--- src/rtl/matrix_rx_pkg.sv ---
// matrix_rx_pkg: shared types for the matrix stream receiver.
// Holds the receiver state encoding, the per-element header carried
// through the FIFO, and a helper that sizes a full FIFO entry for a
// given row/column index width.
package matrix_rx_pkg;

   typedef enum logic [1:0] {
      ST_IDLE  = 2'd0,
      ST_RECV  = 2'd1,
      ST_DRAIN = 2'd2
   } state_t;

   // Element byte plus its boundary flags; row/col indices follow it in an entry
   typedef struct packed {
      logic [7:0] data;
      logic       row_last;
      logic       frame_last;
   } elem_hdr_t;

   localparam int HDR_W = $bits(elem_hdr_t);

   // Entry = {hdr, row, col}
   function automatic int entry_w(input int idx_w);
      return HDR_W + 2 * idx_w;
   endfunction

endpackage

--- src/rtl/matrix_rx_fifo.sv ---
// matrix_rx_fifo: single-clock FIFO for matrix elements.
// Besides push/pop it can set the row_last/frame_last bits of the newest
// stored entry, and it exposes a look-ahead of the head and count as they
// will be after the current cycle so the consumer side can register them.
module matrix_rx_fifo #(
   parameter int W      = 26,
   parameter int DEPTH  = 64,
   parameter int RL_BIT = 17,
   parameter int FL_BIT = 16
) (
   input  logic                     clk,
   input  logic                     rst_n,
   input  logic                     i_push,
   input  logic [W-1:0]             i_wdata,
   input  logic                     i_pop,
   input  logic                     i_set_rl,
   input  logic                     i_set_fl,
   output logic                     o_full,
   output logic [$clog2(DEPTH):0]   o_count_nxt,
   output logic [W-1:0]             o_head_nxt
);

   localparam int AW = $clog2(DEPTH);
   localparam logic [AW:0] FULL_CNT = (AW+1)'(DEPTH);

   logic [W-1:0]  r_mem [DEPTH];
   logic [AW-1:0] r_wptr;
   logic [AW-1:0] r_rptr;
   logic [AW:0]   r_count;

   logic          w_push;
   logic          w_pop;
   logic          w_mark;
   logic [AW-1:0] w_newest;
   logic [AW-1:0] w_rptr_nxt;

   assign o_full     = (r_count == FULL_CNT);
   assign w_push     = i_push && !o_full;
   assign w_pop      = i_pop && (r_count != '0);
   assign w_mark     = (i_set_rl || i_set_fl) && !w_push && (r_count != '0);
   assign w_newest   = r_wptr - 1'b1;
   assign w_rptr_nxt = w_pop ? r_rptr + 1'b1 : r_rptr;

   // Occupancy after this cycle's push/pop
   always_comb begin
      o_count_nxt = r_count;
      case ({w_push, w_pop})
         2'b10:   o_count_nxt = r_count + 1'b1;
         2'b01:   o_count_nxt = r_count - 1'b1;
         default: o_count_nxt = r_count;
      endcase
   end

   // Head as it will read after this cycle, including a same-cycle flag rewrite
   always_comb begin
      o_head_nxt = r_mem[w_rptr_nxt];
      if (w_push && (w_rptr_nxt == r_wptr))
         o_head_nxt = i_wdata;
      if (w_mark && (w_rptr_nxt == w_newest)) begin
         if (i_set_rl) o_head_nxt[RL_BIT] = 1'b1;
         if (i_set_fl) o_head_nxt[FL_BIT] = 1'b1;
      end
   end

   // Storage: element writes and flag rewrites of the newest entry
   always_ff @(posedge clk) begin
      if (w_push)
         r_mem[r_wptr] <= i_wdata;
      if (w_mark && i_set_rl)
         r_mem[w_newest][RL_BIT] <= 1'b1;
      if (w_mark && i_set_fl)
         r_mem[w_newest][FL_BIT] <= 1'b1;
   end

   // Pointers and occupancy
   always_ff @(posedge clk or negedge rst_n) begin
      if (!rst_n) begin
         r_wptr  <= '0;
         r_rptr  <= '0;
         r_count <= '0;
      end else begin
         if (w_push) r_wptr <= r_wptr + 1'b1;
         r_rptr  <= w_rptr_nxt;
         r_count <= o_count_nxt;
      end
   end

endmodule

--- src/rtl/matrix_stream_rx.sv ---
// matrix_stream_rx: receive side of the CPU matrix output stream.
// Buffers one frame of element bytes, tags each with row/col indices and
// row/frame boundary flags, and hands them to a valid/ack byte consumer.
// The newest element is held back while receiving so end-of-row/frame
// markers can still be attached to it.
// Optional build macro: MATRIX_RX_SHAPE_CHECK_EN (flags ragged rows and
// frames that end in an unterminated row through err).
module matrix_stream_rx
   import matrix_rx_pkg::*;
#(
   parameter int DEPTH = 64,
   parameter int IDX_W = 8
) (
   input  logic             clk,
   input  logic             resetn,
   input  logic [7:0]       out_matrix,
   input  logic             out_matrix_en,
   input  logic             out_matrix_end_row,
   input  logic             out_matrix_end,
   input  logic [7:0]       out_matrix_position,
   input  logic             out_matrix_position_en,
   output logic [7:0]       rx_byte,
   output logic             rx_byte_en,
   input  logic             rx_byte_ack,
   output logic             rx_row_last,
   output logic             rx_last,
   output logic [IDX_W-1:0] rx_row,
   output logic [IDX_W-1:0] rx_col,
   output logic [7:0]       rx_position,
   output logic             busy,
   output logic             err
);

   localparam int EW     = entry_w(IDX_W);
   localparam int AW     = $clog2(DEPTH);
   localparam int FL_BIT = 2 * IDX_W;
   localparam int RL_BIT = 2 * IDX_W + 1;

   typedef struct packed {
      elem_hdr_t        hdr;
      logic [IDX_W-1:0] row;
      logic [IDX_W-1:0] col;
   } entry_t;

   state_t           r_state;
   logic [IDX_W-1:0] r_row_cnt;
   logic [IDX_W-1:0] r_col_cnt;
   logic             r_row_open;
   logic             r_err;
   logic [7:0]       r_position;
   entry_t           r_out;
   logic             r_vld;

   logic             w_full;
   logic [AW:0]      w_count_nxt;
   logic [EW-1:0]    w_head_nxt;
   logic             w_push;
   logic             w_pop;
   logic             w_end_row_ok;
   logic             w_end_ok;
   logic             w_set_rl;
   logic             w_set_fl;
   logic             w_vld_nxt;
   logic             w_err_set;
   logic             w_shape_err;
   logic [IDX_W-1:0] w_col_after;
   entry_t           w_wdata;

   assign w_pop        = r_vld && rx_byte_ack;
   assign w_push       = out_matrix_en && (r_state != ST_DRAIN) && !w_full;
   assign w_end_row_ok = out_matrix_end_row && (r_state == ST_RECV) && (r_row_open || w_push);
   assign w_end_ok     = out_matrix_end && (r_state == ST_RECV);
   assign w_set_rl     = w_end_row_ok || w_end_ok;
   assign w_set_fl     = w_end_ok;
   assign w_col_after  = r_col_cnt + {{(IDX_W-1){1'b0}}, w_push};

   // Entering or staying in DRAIN presents any entry; RECV withholds the newest one
   assign w_vld_nxt = ((r_state == ST_DRAIN) || w_end_ok) ? (w_count_nxt != '0)
                    : ((r_state == ST_RECV) && (w_count_nxt >= (AW+1)'(2)));

   assign w_err_set = (out_matrix_en && ((r_state == ST_DRAIN) || w_full))
                    || (out_matrix_end_row && !w_end_row_ok)
                    || (out_matrix_position_en && (r_state != ST_IDLE))
                    || w_shape_err;

   // New entry; a marker arriving with its element is folded in directly
   always_comb begin
      w_wdata                = '0;
      w_wdata.hdr.data       = out_matrix;
      w_wdata.hdr.row_last   = w_set_rl;
      w_wdata.hdr.frame_last = w_set_fl;
      w_wdata.row            = r_row_cnt;
      w_wdata.col            = r_col_cnt;
   end

   matrix_rx_fifo #(
      .W      (EW),
      .DEPTH  (DEPTH),
      .RL_BIT (RL_BIT),
      .FL_BIT (FL_BIT)
   ) u_fifo (
      .clk         (clk),
      .rst_n       (resetn),
      .i_push      (w_push),
      .i_wdata     (w_wdata),
      .i_pop       (w_pop),
      .i_set_rl    (w_set_rl && !w_push),
      .i_set_fl    (w_set_fl && !w_push),
      .o_full      (w_full),
      .o_count_nxt (w_count_nxt),
      .o_head_nxt  (w_head_nxt)
   );

`ifdef MATRIX_RX_SHAPE_CHECK_EN
   logic [IDX_W-1:0] r_first_len;
   logic             r_len_valid;

   assign w_shape_err = (w_end_row_ok && r_len_valid && (w_col_after != r_first_len))
                      || (w_end_ok && !w_end_row_ok && (r_row_open || w_push));

   // Remember the first row's length of each frame
   always_ff @(posedge clk or negedge resetn) begin
      if (!resetn) begin
         r_first_len <= '0;
         r_len_valid <= 1'b0;
      end else if (w_end_ok) begin
         r_len_valid <= 1'b0;
      end else if (w_end_row_ok && !r_len_valid) begin
         r_first_len <= w_col_after;
         r_len_valid <= 1'b1;
      end
   end
`else
   assign w_shape_err = 1'b0;
`endif

   // Frame FSM, element indexing, error/position capture and registered head
   always_ff @(posedge clk or negedge resetn) begin
      if (!resetn) begin
         r_state    <= ST_IDLE;
         r_row_cnt  <= '0;
         r_col_cnt  <= '0;
         r_row_open <= 1'b0;
         r_err      <= 1'b0;
         r_position <= '0;
         r_out      <= '0;
         r_vld      <= 1'b0;
      end else begin
         case (r_state)
            ST_IDLE:  if (w_push) r_state <= ST_RECV;
            ST_RECV:  if (w_end_ok) r_state <= ST_DRAIN;
            ST_DRAIN: if (w_pop && r_out.hdr.frame_last) r_state <= ST_IDLE;
            default:  r_state <= ST_IDLE;
         endcase

         if (w_end_ok) begin
            r_row_cnt <= '0;
            r_col_cnt <= '0;
         end else if (w_end_row_ok) begin
            r_row_cnt <= r_row_cnt + 1'b1;
            r_col_cnt <= '0;
         end else if (w_push) begin
            r_col_cnt <= r_col_cnt + 1'b1;
         end

         if (w_end_ok || w_end_row_ok) r_row_open <= 1'b0;
         else if (w_push)              r_row_open <= 1'b1;

         if (w_err_set) r_err <= 1'b1;

         if (out_matrix_position_en && (r_state == ST_IDLE))
            r_position <= out_matrix_position;

         r_vld <= w_vld_nxt;
         if (w_vld_nxt) r_out <= w_head_nxt;
      end
   end

   assign rx_byte     = r_out.hdr.data;
   assign rx_row_last = r_out.hdr.row_last;
   assign rx_last     = r_out.hdr.frame_last;
   assign rx_row      = r_out.row;
   assign rx_col      = r_out.col;
   assign rx_byte_en  = r_vld;
   assign rx_position = r_position;
   assign busy        = (r_state != ST_IDLE);
   assign err         = r_err;

endmodule

--- config.mk ---
export PLATFORM = sky130hd
export DESIGN_NAME = matrix_stream_rx
export DESIGN_NICKNAME = d
export VERILOG_FILES = /design/src/rtl/matrix_rx_pkg.sv /design/src/rtl/matrix_rx_fifo.sv /design/src/rtl/matrix_stream_rx.sv
export SDC_FILE = /design/constraint.sdc
export NUM_CORES = 2
export LEC_CHECK = 0
export BUFFER_PORTS_ARGS = -buffer_cell sky130_fd_sc_hd__buf_4
export CAP_MARGIN = 20
export CORE_MARGIN = 2
export CORE_UTILIZATION = 30
export CTS_CLUSTER_SIZE = 14
export DETAILED_ROUTE_END_ITERATION = 10
export PLACE_DENSITY_LB_ADDON = 0.25
export SETUP_SLACK_MARGIN = 0.1
export SYNTH_ARGS = -nofsm -noshare
export SYNTH_HDL_FRONTEND = slang
export SYNTH_SLANG_ARGS = --single-unit
--- constraint.sdc ---
create_clock -name clk -period 12.1 [get_ports clk]
set_input_delay 0 -clock clk [delete_from_list [all_inputs] [get_ports clk]]
set_output_delay 0 -clock clk [all_outputs]
set_load 0.005 [all_outputs]
; After elaboration in Yosys (flattened, before gate mapping)
; Memories as Yosys holds them, arrays and structs flattened.
; Index checks and enable logic that the tools add are counted.
[totals]
reg_bits = 74
ram_bits = 1664
n_memories = 1
[op_classes]
add_sub_neg = 7
n_lt_le_gt_ge = 1
eq_ne = 11
n_mux = 27
n_reduce_logical = 42
[mem_list]
columns = name, depth, word_bits, rd, rd_ports_with_merged_regs, write_ports, line_no
row1 = u_fifo.r_mem, 64, 26, 1, 0, 1, matrix_rx_fifo.sv:26  ; logic [W-1:0] r_mem [DEPTH];
[ops]
columns = op, count
row1 = 26-bit two-way mux, 2
row2 = 8-bit two-way mux, 5
row3 = 26-bit OR reduction, 1
row4 = 1-bit logical AND, 22
row5 = 8-bit by 1-bit adder with 8-bit output (second input constant), 2
row6 = 7-bit one-hot mux with 2 select lines, 1
row7 = 7-bit nonzero test, 2
row8 = 6-bit by 1-bit adder with 6-bit output (second input constant), 2
row9 = 6-bit equality test, 2
row10 = 6-bit two-way mux, 2
row11 = 1-bit two-way mux, 11
row12 = 2-bit two-way mux, 4
row13 = 7-bit by 1-bit adder with 7-bit output (second input constant), 1
row14 = 7-bit equality test (second input constant), 1
row15 = 7-bit by 2-bit greater-or-equal comparator with 1-bit output (second input constant), 1
row16 = 1-bit logical OR, 7
row17 = 7-bit by 1-bit subtractor with 7-bit output (second input constant), 1
row18 = 2-bit one-hot mux with 3 select lines, 1
row19 = 2-bit nonzero test, 3
row20 = 6-bit by 1-bit subtractor with 6-bit output (second input constant), 1
row21 = 2-bit by 1-bit equality test with 1-bit output (second input constant), 2
row22 = 2-bit equality test (second input constant), 2
row23 = 1-bit logical NOT, 4
row24 = 2-bit by 1-bit inequality test with 1-bit output (second input constant), 2
row25 = other kinds (5), 6

; Logic depth before layout (Yosys ltp)
[logic_depth]
word_depth = 15
mapped_depth = 19

; Cells and area by module
; Synthesis repeated with hierarchy kept, for this count alone.
[hier_totals]
hier_cells = 4333
area_unflattened_um2 = 71677.5
[modules_own_cells]
columns = mod, instances, cells_each, area_per_inst_um2, seq_area_each_um2
row1 = matrix_rx_fifo, 1, 4148, 69306.5, 50443.4
row2 = matrix_stream_rx, 1, 185, 2371.0, 1376.3

; Least setup slack after synthesis
; No wires, ideal clock.
[synth_path]
path_type = register to register
start = reg u_fifo.r_count[1]
end = reg r_out (netlist bit rx_byte[0])
setup_time_ns = 0.095
arrival_ns = 4.812
required_time_ns = 12.005
slack_ns = 7.193
path_stages_with_launch = 20
n_path_buf = 7
synth_period_minus_slack_ns = 4.907
cell_sequence = dfrtp_1 -> nor4_2 -> a21o_1 -> buf_2 -> inv_2 -> buf_2 -> buf_2 -> buf_2 -> buf_2 -> ha_1 -> fa_1 -> a21o_1 -> a21o_1 -> a2111oi_0 -> nor4_1 -> o41ai_2 -> buf_2 -> buf_1 -> nand2_1 -> o31ai_1
[synth_via]
elab_chain_cells = 9
elab_cells_between_ends = 20
cone_classes = add/sub (2) / order compare (1) / eq/ne (4) / mux (4) / reduce/logical (8) / memory (1)
[synth_rtl]
columns = element, line_no
row1 = from (decl), matrix_rx_fifo.sv:29  ; logic [AW:0] r_count;
row2 = from (signal assigned), matrix_rx_fifo.sv:84  ; r_count <= o_count_nxt;
row3 = 7-bit equality test, matrix_rx_fifo.sv:37  ; assign o_full = (r_count == FULL_CNT);
row4 = 1-bit logical NOT, "matrix_rx_fifo.sv:38, matrix_stream_rx.sv:70"
row5 = 1-bit logical AND, matrix_stream_rx.sv:70  ; assign w_push = out_matrix_en && (r_state != ST_DRAIN) && !w_full;
row6 = 1-bit logical AND, matrix_rx_fifo.sv:38  ; assign w_push = i_push && !o_full;
row7 = 2-bit by 1-bit equality test with 1-bit output / 2-bit equality test (equally long branches), matrix_rx_fifo.sv:47  ; case ({w_push, w_pop})
row8 = 7-bit one-hot mux with 2 select lines, matrix_rx_fifo.sv:47
row9 = 7-bit by 2-bit greater-or-equal comparator with 1-bit output, matrix_stream_rx.sv:79  ; : ((r_state == ST_RECV) && (w_count_nxt >= (AW+1)'(2)));
row10 = 1-bit logical AND, matrix_stream_rx.sv:79
row11 = 1-bit two-way mux, matrix_stream_rx.sv:78  ; assign w_vld_nxt = ((r_state == ST_DRAIN) || w_end_ok) ? (w_count_nxt != '0)
row12 = to (signal assigned), matrix_stream_rx.sv:175  ; if (w_vld_nxt) r_out <= w_head_nxt;
row13 = to (decl), matrix_stream_rx.sv:51  ; entry_t r_out;
; Several ways; a longest one is shown, not always the timed one.
; A chain may end at the register's enable or synchronous reset.

; Worst setup path after layout
[layout_path]
start = reg u_fifo.r_rptr[1]
end = reg r_out (netlist bit rx_row[7])
[layout_via]
elab_chain_cells = 5
elab_cells_between_ends = 6
cone_classes = add/sub (1) / eq/ne (1) / mux (2) / reduce/logical (1) / memory (1)
[layout_rtl]
columns = element, line_no
row1 = from (decl), matrix_rx_fifo.sv:28  ; logic [AW-1:0] r_rptr;
row2 = from (signal assigned), matrix_rx_fifo.sv:83  ; r_rptr <= w_rptr_nxt;
row3 = 6-bit by 1-bit adder with 6-bit output, matrix_rx_fifo.sv:42  ; assign w_rptr_nxt = w_pop ? r_rptr + 1'b1 : r_rptr;
row4 = 6-bit two-way mux *, matrix_rx_fifo.sv:42
row5 = "parallel branches: the longest is 2 deep, another holds memory 64 x 26 bit", n/a
row6 = 26-bit two-way mux *, matrix_rx_fifo.sv:57  ; if (w_push && (w_rptr_nxt == r_wptr))
; Mark *: on every way between the ends.

==> results.md <==
* Max frequency at 159 MHz
* Commonest non-fill, non-tap cells in the layout: 1664 x edfxtp_1, 1395 x mux2i_1, 464 x nand2_1
* Async set-reset flop share out of synthesis at 0.0426
* Status: complete, no violations
* Crit path max fanout at 54
* Vias at 53100
* Initial Util at 0.302
* Register area at 51800 sq um
* Mean Syn Cell Area at 14.4 sq um
* Final hold vios at 0
* Critical path required time at 12.81 ns
* HPWL after DPL at 154000 um
* Reg2reg path depth at 11
* WP data arrival at 7.02 ns
* Hold path cells at 4
* Top Ports at 60
* Largest net degree at the start of global routing at 138
* Post-DR vias/cell at 5.43
* Initial antenna violation count at 10
* Post-synth EDFFs at 1664
* Worst-Margin Slew at 1.36 ns
* # resized after CTS at 0
* Hold Crit Class: primary input to flip-flop
* Power Total at 23700 uW
* CP max stage cell: buf_4
* Die area at 286000 sq um
* Nets@finish at 5924
* Layout area overhead at 14.5%
* P_int at 14400 uW
* P per Cell Area at 245 nW/um^2
* Global-route wire length before repair at 383000 um
* Ys Warns at 0
* Multi-input gate area at 31200 sq um
* Reg clk slew, reported paths at 0.06 ns
* Root Buffer: clkbuf_16
* H-tree levels at 4
* Flop pwr share at 0.314
* Slew Viols, Final at 0
* CTS tree: yes
* Syn Nets at 5890
* Logic pwr share at 0.435
* DRC viols at 0
* Clk_lat worst skew at 0.87 ns
* Drt pass-1 iters at 6
* Critical path's largest stage delay at 0.85 ns
* Drt total wl at 268000 um
* DRT iter0 DRCs at 4845
* RSZ-0062 raised after global routing: false
* Clock power frac at 0.251
* Total track usage at 0.183
* Final setup vio count at 0
* Rel. slew slack at 0.0905
* GPL Wtd Cong at 0.811
* Worst-path cell chain: buf_4 > buf_4 > buf_4 > buf_4 > mux2i_1 > a211oi_1 > a311o_1 > a31oi_1 > nand3_1 > nor4_1 > o31ai_1
* # fillers at 26900
* #FFs+latches synth at 1738
* VDD IR max at 0.350 mV
* Drt wl/cell at 27.4 um
* Final period util at 0.521
* Most frequent CP cell: buf_4
* Switch Pwr at 9280 uW
* Switching share of power at 0.391
* Min Tclk post-route at 6.30 ns
* Critical Path Source Type: flip-flop
* Die W at 534 um
* Sequential fraction of the synthesis area at 0.614
* Min Hold Slack at 0.0605 ns
* CTS buffer count at 197
* Gate Count Post-Synth at 5855
* Buffer levels on the longest clock path at 3
* IO Port Bufs at 59
* Clock skew at 0.0423 ns
* Share of cells above drive strength 1 at 0.145
* Core area at 280000 sq um
* Synth cell types at 75
* Mapped Area at 84400 sq um
* Final TNS setup at 0 ns
* Max Cap Violations at 0
* Top_reg_cell synth: edfxtp_1
* CP Class: flip-flop to flip-flop
* Sink Count at 1738
* Vias in the first global route at 53100
* Die Y at 534 um
* ANT nets after route at 0
* GR Overflow Total at 0
* Leakage power at 0.0329 uW
* Commonest non-fill, non-tap cell in the layout: edfxtp_1
* CP Capture Type: flip-flop
* Placement Rows at 194
==> worst max-delay path, delay by kind of cell, from the launching register on <==
| kind | cells | cell delay [ns] |
|---|---|---|
| simple gates | 2 | 0.76 |
| mux | 1 | 0.28 |
| buf+inv | 4 | 2.99 |
| flops | 1 | 0.83 |
| compound gates | 4 | 1.04 |
==> cell type report <==
type	instances	share of cell area
diodes	11	0.000285
clock buffers	266	0.0554
clock inverters	96	0.0104
inverters	22	0.00104
multi-input cells	3643	0.323
flip-flops and latches	1738	0.536
well taps	3724	0.0482
repair buffers	287	0.0259
==> routing by layer <==
| metal | track usage | vias up | wire (um) |
|---|---|---|---|
| met5 | 0 | - | 9 |
| met4 | 0.0685 | 2 | 10300 |
| met3 | 0.0271 | 437 | 14400 |
| met2 | 0.301 | 1578 | 127000 |
| met1 | 0.244 | 27900 | 116000 |
| li1 | - | 23300 | - |
==> Yosys cell counts (all sizes together) (71+ instances only) <==
library cell | instances | share of area
edfxtp | 1664 | 0.59
nand3 | 71 | 0.0042
a21oi | 145 | 0.0086
a211oi | 213 | 0.019
mux2i | 1396 | 0.17
mux4 | 197 | 0.053
clkbuf | 237 | 0.011
nor2 | 258 | 0.012
dfrtp | 74 | 0.022
nor2b | 170 | 0.013
buf | 215 | 0.012
nand2 | 465 | 0.021
==> metrics by stage <==
step / util / cell area [sq um] / setup WS (ns) / instances
finish: 0.346 / 96700 / 5.80 / 9787
detailed placement: 0.321 / 89700 / 5.98 / 9364
floorplan: - / 84400 / 7.19 / 5855
CTS: 0.345 / 96600 / 5.98 / 9774
global route: 0.346 / 96600 / 5.72 / 9778
global placement: 0.321 / 89700 / 5.99 / 9361
==> kinds of logic after synthesis <==
| kind of cell | synth area share |
|---|---|
| compound gates | 0.0767 |
| xor+xnor | 0.00374 |
| fa+ha+maj | 0.00187 |
| buf+inv | 0.0236 |
| flops | 0.614 |
| mux | 0.220 |
| simple gates | 0.0605 |
==> flip-flops by register name (all words and copies together) (netlist names) <==
name,flops
rx_byte,8
u_fifo.r_mem,1664
err,1
rx_col,8
u_fifo.r_rptr,6
rx_row,8
rx_position,8
r_row_cnt,8
r_row_open,1
r_state,2
u_fifo.r_count,7
rx_byte_en,1
r_col_cnt,8
rx_row_last,1
rx_last,1
u_fifo.r_wptr,6
==> worst paths after layout <==
kind | end | startpoint | slack (ns)
max | rx_row[7]$_DFFE_PN0P_ | u_fifo.r_rptr[1]$_DFF_PN0_ | 5.80
max in group asynchronous | u_fifo.r_rptr[1]$_DFF_PN0_ | resetn | 10.68
min reg2reg | r_state[0]$_DFFE_PN0P_ | r_state[1]$_DFFE_PN0P_ | 0.50
min in group asynchronous | rx_position[5]$_DFFE_PN0P_ | resetn | 0.27
min | rx_byte[3]$_DFFE_PN0P_ | out_matrix[3] | 0.06
max reg2reg | rx_row[7]$_DFFE_PN0P_ | u_fifo.r_rptr[1]$_DFF_PN0_ | 5.80
==> repair_timing <==
| action | 4_1_cts | 5_1_grt |
|---|---|---|
| buffers inserted | 0 | 0 |
| endpoints found under the hold margin | 296 | 0 |
| setup endpoints to repair | 0 | 0 |
| hold buffers | 48 | 0 |
==> power by group through the flow <==
stage | Combinational [uW] | Clock, uW | Sequential [uW]
final | 10300 | 5960 | 7450
after global routing | 10900 | 6300 | 7480
after CTS | 10300 | 6070 | 7450
after detailed placement | 10300 | 0 | 7580
after global placement | 10200 | 0 | 7570
after floorplan | 7000 | 0 | 7400
Note: power is estimated with default switching activity, not from simulation.
